File: src/rtl/text_write_arbiter.sv
// Two-requester write arbiter for an 80x30 character text buffer.
// Round-robin arbitration, optional blanking-interval gating, and a full-buffer clear sweep.
module text_write_arbiter #(
  parameter int                ADDR_W     = 12,
  parameter int                DEPTH      = 2400,
  parameter int                CHAR_W     = 7,
  parameter int                BLANK_ONLY = 1,
  parameter logic [CHAR_W-1:0] FILL_CHAR  = 7'h20
) (
  input  logic              clk,
  input  logic              reset,
  input  logic              req0,
  input  logic              req1,
  input  logic [ADDR_W-1:0] addr0,
  input  logic [ADDR_W-1:0] addr1,
  input  logic [CHAR_W-1:0] data0,
  input  logic [CHAR_W-1:0] data1,
  output logic              ack0,
  output logic              ack1,
  input  logic              blank,
  input  logic              clear,
  output logic              we,
  output logic [ADDR_W-1:0] waddr,
  output logic [CHAR_W-1:0] wdata,
  output logic              busy,
  output logic              clear_busy
);

  localparam logic [1:0] IDLE  = 2'd0;
  localparam logic [1:0] WRITE = 2'd1;
  localparam logic [1:0] DONE  = 2'd2;
  localparam logic [1:0] CLEAR = 2'd3;

  localparam logic [ADDR_W-1:0] LAST_ADDR = ADDR_W'(DEPTH - 1);

  logic [1:0] state;
  logic       rr_ptr;      // requester favoured when both are eligible
  logic       winner;      // requester being serviced by the current WRITE/DONE pair
  logic       clear_pend;  // clear seen during WRITE/DONE, serviced at the next IDLE
  logic       elig0;
  logic       elig1;
  logic       grant_sel;

  // NOTE: every variable assigned in an always_comb block gets a value on every
  // path (here unconditionally), so no latch can be inferred.
  always_comb begin
    elig0     = req0 && (blank || (BLANK_ONLY == 0));
    elig1     = req1 && (blank || (BLANK_ONLY == 0));
    grant_sel = (elig0 && elig1) ? rr_ptr : elig1;
  end

  // NOTE: sequential state uses non-blocking assignments only, so every register
  // samples the pre-edge value of every other register regardless of statement order.
  always_ff @(posedge clk or posedge reset) begin
    if (reset) begin
      // NOTE: every register, outputs included, has an explicit async reset value;
      // there is no storage array here that would need to be left unreset.
      state      <= IDLE;
      rr_ptr     <= 1'b0;
      winner     <= 1'b0;
      clear_pend <= 1'b0;
      we         <= 1'b0;
      waddr      <= '0;
      wdata      <= '0;
      ack0       <= 1'b0;
      ack1       <= 1'b0;
      busy       <= 1'b0;
      clear_busy <= 1'b0;
    end else begin
      ack0 <= 1'b0;
      ack1 <= 1'b0;
      case (state)
        IDLE: begin
          if (clear || clear_pend) begin
            state      <= CLEAR;
            clear_pend <= 1'b0;
            we         <= 1'b1;
            waddr      <= '0;
            wdata      <= FILL_CHAR;
            busy       <= 1'b1;
            clear_busy <= 1'b1;
          end else if (elig0 || elig1) begin
            state  <= WRITE;
            winner <= grant_sel;
            we     <= 1'b1;
            waddr  <= grant_sel ? addr1 : addr0;
            wdata  <= grant_sel ? data1 : data0;
            busy   <= 1'b1;
          end
        end
        WRITE: begin
          if (clear) clear_pend <= 1'b1;
          state <= DONE;
          we    <= 1'b0;
          ack0  <= ~winner;
          ack1  <= winner;
        end
        DONE: begin
          if (clear) clear_pend <= 1'b1;
          state  <= IDLE;
          rr_ptr <= ~winner;
          busy   <= 1'b0;
        end
        CLEAR: begin
          // waddr doubles as the sweep counter; a clear pulse here is ignored
          if (waddr == LAST_ADDR) begin
            state      <= IDLE;
            we         <= 1'b0;
            busy       <= 1'b0;
            clear_busy <= 1'b0;
          end else begin
            waddr <= waddr + 1'b1;
          end
        end
        default: state <= IDLE;
      endcase
    end
  end

endmodule
File: config.mk
export PLATFORM = sky130hd
export DESIGN_NAME = text_write_arbiter
export DESIGN_NICKNAME = d
export VERILOG_FILES = /design/src/rtl/text_write_arbiter.sv
export SDC_FILE = /design/constraint.sdc
export NUM_CORES = 1
export LEC_CHECK = 0
export ABC_AREA = 0
export BUFFER_PORTS_ARGS = -buffer_cell sky130_fd_sc_hd__buf_2
export CELL_PAD_IN_SITES_DETAIL_PLACEMENT = 1
export CELL_PAD_IN_SITES_GLOBAL_PLACEMENT = 1
export CORE_MARGIN = 2
export CORE_UTILIZATION = 38
export CTS_CLUSTER_DIAMETER = 50
export DETAILED_ROUTE_END_ITERATION = 10
export PLACE_DENSITY_LB_ADDON = 0.1
export SLEW_MARGIN = 20
export SYNTH_ARGS = -nofsm -noshare
export SYNTH_HDL_FRONTEND = slang
export SYNTH_SLANG_ARGS = --single-unit
File: constraint.sdc
create_clock -name clk -period 3.8 [get_ports clk]
set_clock_uncertainty 0.2 [all_clocks]
set_input_delay 0.76 -clock clk [delete_from_list [all_inputs] [get_ports clk]]
set_output_delay 0.76 -clock clk [all_outputs]
set_load 0.02 [all_outputs]
==> results of run 1 <==
-- logic make-up after synthesis --
group / share of synthesized area (%)
AOI/OAI and AO/OA: 22.0
and+or+nand+nor: 14.9
DFF: 41.0
buffers and inverters: 5.94
muxes: 12.0
adders and majority gates: 4.24
-- layout by cell type, fill, tap and decap left out, types with 2 or more instances in the layout --
| master | Yosys | routed |
|---|---|---|
| o21ai_0 | 21 | 21 |
| o31ai_1 | 2 | 2 |
| nor4_1 | 2 | 2 |
| ha_1 | 6 | 6 |
| o22a_1 | 3 | 3 |
| or2_2 | 3 | 3 |
| inv_1 | 13 | 13 |
| o32a_1 | 4 | 4 |
| nand3_1 | 5 | 5 |
| buf_4 | 0 | 4 |
| mux2i_1 | 20 | 20 |
| a21oi_1 | 9 | 9 |
| and3_1 | 2 | 2 |
| nor3_1 | 3 | 3 |
| nand4_1 | 3 | 3 |
| dfrtp_1 | 29 | 29 |
| or4_1 | 2 | 2 |
| nand2_1 | 19 | 19 |
| buf_2 | 3 | 67 |
| clkbuf_8 | 0 | 6 |
| o41ai_1 | 2 | 2 |
| nor2_1 | 4 | 4 |
| o22ai_1 | 4 | 4 |
| and2_1 | 2 | 2 |
-- state kept, by name, summed over array words and instances, names as in the netlist --
| register | count |
|---|---|
| waddr | 12 |
| rr_ptr | 1 |
| state | 2 |
| busy | 1 |
| winner | 1 |
| ack1 | 1 |
| we | 1 |
| ack0 | 1 |
| wdata | 7 |
| clear_busy | 1 |
| clear_pend | 1 |
-- final timing paths --
check,endpoint,slack [ns],depth (start not counted)
max in group asynchronous,wdata[0],2.76,3
worst min register to register,wdata[3],0.27,2
worst max-delay path,waddr[11],1.21,7
worst max register to register,waddr[11],1.21,7
worst min-delay path,wdata[3],0.27,2
min in group asynchronous,waddr[8],0.36,3
-- area by class of cell --
| type | count | area (µm²) | area share, % |
|---|---|---|---|
| Multi-Input combinational cell | 135 | 938 | 42.1 |
| Sequential cell | 29 | 726 | 32.5 |
| Timing Repair Buffer | 71 | 365 | 16.4 |
| Clock buffer | 7 | 86.3 | 3.87 |
| Tap cell | 52 | 65.1 | 2.92 |
| Inverter | 13 | 48.8 | 2.19 |
-- power breakdown --
part / switching, µW / internal, µW / total (µW)
Combinational: 445 / 278 / 723
Sequential: 116 / 425 / 542
Clock: 111 / 143 / 254
-- stage by stage --
step | cell area (µm²) | setup WS (ns) | utilization, % | total power, µW
finish | 2230 | 1.21 | 50.5 | 1520
global route | 2230 | 1.01 | 50.5 | 1650
CTS | 2230 | 1.18 | 50.5 | 1540
detailed placement | 2140 | 1.20 | 48.6 | 1280
global placement | 2140 | 1.22 | 48.6 | 1270
floorplan | 1770 | 1.49 | - | 1060
-- per-layer routing --
| layer | GRT usage [%] | vias to the layer above |
|---|---|---|
| li1 | - | 819 |
| met5 | 0 | - |
| met4 | 5.87 | 0 |
| met2 | 31.9 | 46 |
| met3 | 3.75 | 5 |
| met1 | 24.4 | 787 |
-- worst max-delay path, stage by stage (launching register included) --
cell and delay (ns):
dfrtp_1 0.43, ha_1 0.20, buf_4 0.19, inv_1 0.29, nor3_1 0.16, a211o_4 0.47, or4_1 0.50, nand4_1 0.08
==> metrics, run 1 <==
fin. max-slew vios=0; MaxCap Viol Count=0; synth top area cells=dfrtp_1 (41%), mux2i_1 (11%), o21ai_0 (5.9%); register area share after synthesis=between 40% and 50%; Synth async-reset ratio=between 90% and 100%; top cell type's share of synthesized area=about two fifths; yosys warns=0; Hold Violations, Final=0; Setup Buffers After CTS=0; share of cells above drive strength 1=around 33%; min cycle time layout=2.59 ns; status=complete, no violations; Final Cycle Share=about two thirds; Crit. End Element=flop; worst flop-to-flop path startpoint=state[1]; post-DP HPWL=about 3600 µm; Clock Latency Late Sink=about 0.27 ns; Fmax=387 MHz; GPL Wtd Cong=~0.77; Mapped Nets=approximately 240; via-per-instance ratio=around 5.4; die area=5220 µm²; Slew Limit Headroom=between 60 and 70%; placed insts=300; vias=1657; hold_ws=around 0.27 ns; largest net degree at the start of global routing=30; Clock Pin Slew Worst Setup and Hold Paths=about 0.06 ns; ys flop type=dfrtp_1; WL met3=approximately 290 µm; post-cts resize count=0; clock sink total=29; Avg Inst Size Synth=approximately 9.5 µm²; row cnt=24; Power Density=a little under 700 nW/µm²; met2 WL=approximately 2300 µm; worst min-delay path class=reg -> reg; Pre-antenna DRT Iters=4; vias in the first global route=1684; Yosys cell types=43; EDFF count, synth=0; leak pwr=~0.0012 µW; DRT antenna net count=0; GR Overflow Total=0; final setup vio count=0; crit path from=state[1]; Root Driver=clkbuf_8; antenna violations before repair=0; filler instances=around 550; RSZ-0062 raised after global routing=false; count leader, synth=dfrtp_1; Post-Syn Area=roughly 1800 µm²; Initial Util=between 40% and 50%; Die H=a little over 70 µm; Clock Tree Buf Depth=2; WL met1=roughly 2000 µm; Post-Syn Instances=about 190; fin cells=about 300; global-route wire length before repair=slightly below 8000 µm; Worst-Margin Slew=between 0.5 and 0.6 ns; DRC errors left=0; CTS tree=built; DR iter-0 viols=78; FF+latch count, synth=29; port bufs=67; H-Tree Depth=2; HP Start=wdata[3]; NumNets Final=approximately 310; highest routed layer=met4; Total Neg Setup Slack=0 ns; Area growth syn-to-layout=26.0%; dominant cell type by area after synthesis=dfrtp_1; Worst VDD drop=between 200 and 300 µV; Crit Path Class=reg -> reg; die width=approximately 72 µm; CORE AREA=roughly 4400 µm²; diode count=0; routed wire length=4670 µm; worst path arrival time=between 2 and 3 ns; CP required=~3.8 ns; Worst setup SP type=flop; top cells by count, synth=dfrtp_1 (29), o21ai_0 (21), mux2i_1 (20); GRT Resource Usage Total=between 10% and 20%; IO Count=68; CP Max Fanout=25; CTS Hold Bufs=0; CTS Buf Count=5; WL per Instance=15.2 µm
Power figures use the tool's default switching activity.
==> run 2, diff against run 1 <==
--- a/config.mk
+++ b/config.mk
@@ -10,7 +10,7 @@
 export CELL_PAD_IN_SITES_DETAIL_PLACEMENT = 1
 export CELL_PAD_IN_SITES_GLOBAL_PLACEMENT = 1
 export CORE_MARGIN = 2
-export CORE_UTILIZATION = 38
+export CORE_UTILIZATION = 32
 export CTS_CLUSTER_DIAMETER = 50
 export DETAILED_ROUTE_END_ITERATION = 10
 export PLACE_DENSITY_LB_ADDON = 0.1
==> constraint.sdc (replaced) <==
create_clock -name clk -period 2.35 [get_ports clk]
set_clock_uncertainty 0.2 [all_clocks]
set_input_delay 0.47 -clock clk [delete_from_list [all_inputs] [get_ports clk]]
set_output_delay 0.47 -clock clk [all_outputs]
set_load 0.02 [all_outputs]
==> metrics, run 2 (synthesis gave the netlist of run 1 again) <==
Worst VDD drop=588 µV (+110%); Fmax=453 MHz (+17%); R2R depth=6 (-1); min cycle time layout=2.21 ns (-0.376 ns); Power Density=1150 nW/µm² (+69%); WL per Instance=15.6 µm (+2.8%); Final Cycle Share=94.0% (+26 points); RSZ-0062 raised after global routing=false; Root Driver=clkbuf_8; clock sink total=29 (unchanged); Buffers & Inverters on Critical Path=1 (-1); leak pwr=0.00122 µW (+5.6%); vias=1715 (+3.5%); NumNets Final=314 (+3.0%); filler instances=663 (+22%); via-per-instance ratio=5.09 (-5.7%); Worst-Margin Slew=0.647 ns (+0.0827 ns); Worst setup SP type=flop; Slew Limit Headroom=56.8% (-5.5 points); Clock Latency Late Sink=0.29 ns (+0.02 ns); worst flop-to-flop path startpoint=state[1]; worst path arrival time=2.23 ns (-0.37 ns); diode count=0 (unchanged); largest net degree at the start of global routing=30 (unchanged); CORE AREA=5410 µm² (+22%); Slowest Stage Delay on Critical Path=0.49 ns (about the same); row cnt=27 (+13%); MaxCap Viol Count=0 (unchanged); die width=78.4 µm (+8.5%); GR Overflow Total=0 (unchanged); worst min-delay path class=in -> async; post-cts resize count=0 (unchanged); CP max stage cell=or4_1; CP required=2.37 ns (-1.44 ns); Top reg by flops=waddr; IO Count=68 (unchanged); Setup Buffers After CTS=0 (unchanged); DRT antenna net count=0 (unchanged); Die H=78.4 µm (+8.5%); Clock Pin Slew Worst Setup and Hold Paths=0.07 ns (about the same); Initial Util=32.7% (-7.3 points); Hold Violations, Final=0 (unchanged); CTS Hold Bufs=0 (unchanged); Crit. End Element=flop; commonest non-fill, non-tap cell in the layout=buf_2; share of cells above drive strength 1=35.8% (+2.5 points); Total Neg Setup Slack=0 ns (unchanged); post-DP HPWL=3970 µm (+11%); most frequent cells in the layout=buf_2 (67), dfrtp_1 (29), o21ai_0 (21); die area=6140 µm² (+18%); CTS Buf Count=5 (unchanged); setup ws final=0.141 ns (-1.07 ns); DR iter-0 viols=65 (-17%); GPL Wtd Cong=0.792 (+2.7%); worst reg2reg setup slack=0.14 ns (-1.07 ns); fin. max-slew vios=0 (unchanged); vias in the first global route=1776 (+5.5%); Setup WS pre-CTS=0.154 ns (-1.05 ns); Pre-antenna DRT Iters=4 (unchanged); CP Max Fanout=19 (-24%); antenna violations before repair=0 (unchanged); Crit Path Class=reg -> reg; CP delay by family, top=simple AND/OR/NAND/NOR gates; max reg flops=12 (unchanged); r2r endpoint=waddr[11]; DRC errors left=0 (unchanged); GRT Resource Usage Total=18.3% (-0.60 points); CTS tree=built; Area growth syn-to-layout=33.7%; global-route wire length before repair=8820 µm (+13%); routed wire length=5270 µm (+13%); Largest regs=waddr: 12 flops, wdata: 7 flops, state: 2 flops; final setup vio count=0 (unchanged); H-Tree Depth=2 (unchanged); CP cell instances=inv_1, ha_1, and3_4, a211o_4, or4_1, nand4_1; Clock Tree Buf Depth=2 (unchanged); port bufs=67 (unchanged); status=complete, no violations
run 2: cell count changes in the layout (fill, tap and decap cells not counted):
cell / previous run / this run
buf_12: 0 / 1
buf_4: 4 / 12
bufinv_16: 0 / 1
run 2: final cells by class:
| type | instances | area, µm² | share of cell area [%] |
|---|---|---|---|
| Clock buffer | 7 | 86.3 | 3.65 |
| Sequential cell | 29 | 726 | 30.7 |
| Clock inverter | 1 | 30.0 | 1.27 |
| Multi-Input combinational cell | 135 | 938 | 39.7 |
| Timing Repair Buffer | 80 | 445 | 18.8 |
| Inverter | 13 | 48.8 | 2.06 |
| Tap cell | 72 | 90.1 | 3.81 |
run 2: routing by layer:
layer / track usage [%] / wire (µm) / vias to the layer above
li1: - / - / 838
met4: 6.32 / 33 / 0
met1: 23.4 / 2340 / 839
met2: 31.5 / 2700 / 32
met3: 2.87 / 191 / 6
met5: 0 / 0 / -
run 2: worst max-delay path by stage:
stage                         from   endpoint  depth (start not counted)
after detailed placement  state[1]  waddr[11]                          6
final                     state[1]  waddr[11]                          6
after CTS                 state[1]  waddr[11]                          6
after global placement    state[1]  waddr[11]                          6
after floorplan           state[1]   waddr[8]                          8
after global routing      waddr[0]   waddr[0]                          6
run 2: power by group:
group          leakage, µW  internal, µW  switching [µW]  total, µW
Clock            0.0000585           345             197        543
Sequential        0.000372           688             174        862
Combinational     0.000795           531             779       1310
Total              0.00122          1560            1150       2710
run 2: tightest hold or removal path, delay by kind of cell:
kind / cells / cell delay, ns
buffers and inverters: 3 / 0.48
run 2: metrics by stage:
stage | util (%) | std cells | hold WS (ns) | cell area, µm² | power (µW)
floorplan | - | 187 | 0.237 | 1770 | 1720
global placement | 41.6 | 329 | 0.256 | 2250 | 2190
detailed placement | 41.6 | 329 | 0.269 | 2250 | 2200
CTS | 43.8 | 337 | 0.0609 | 2360 | 2760
global route | 43.8 | 337 | 0.124 | 2360 | 2940
finish | 43.8 | 337 | 0.0573 | 2360 | 2710
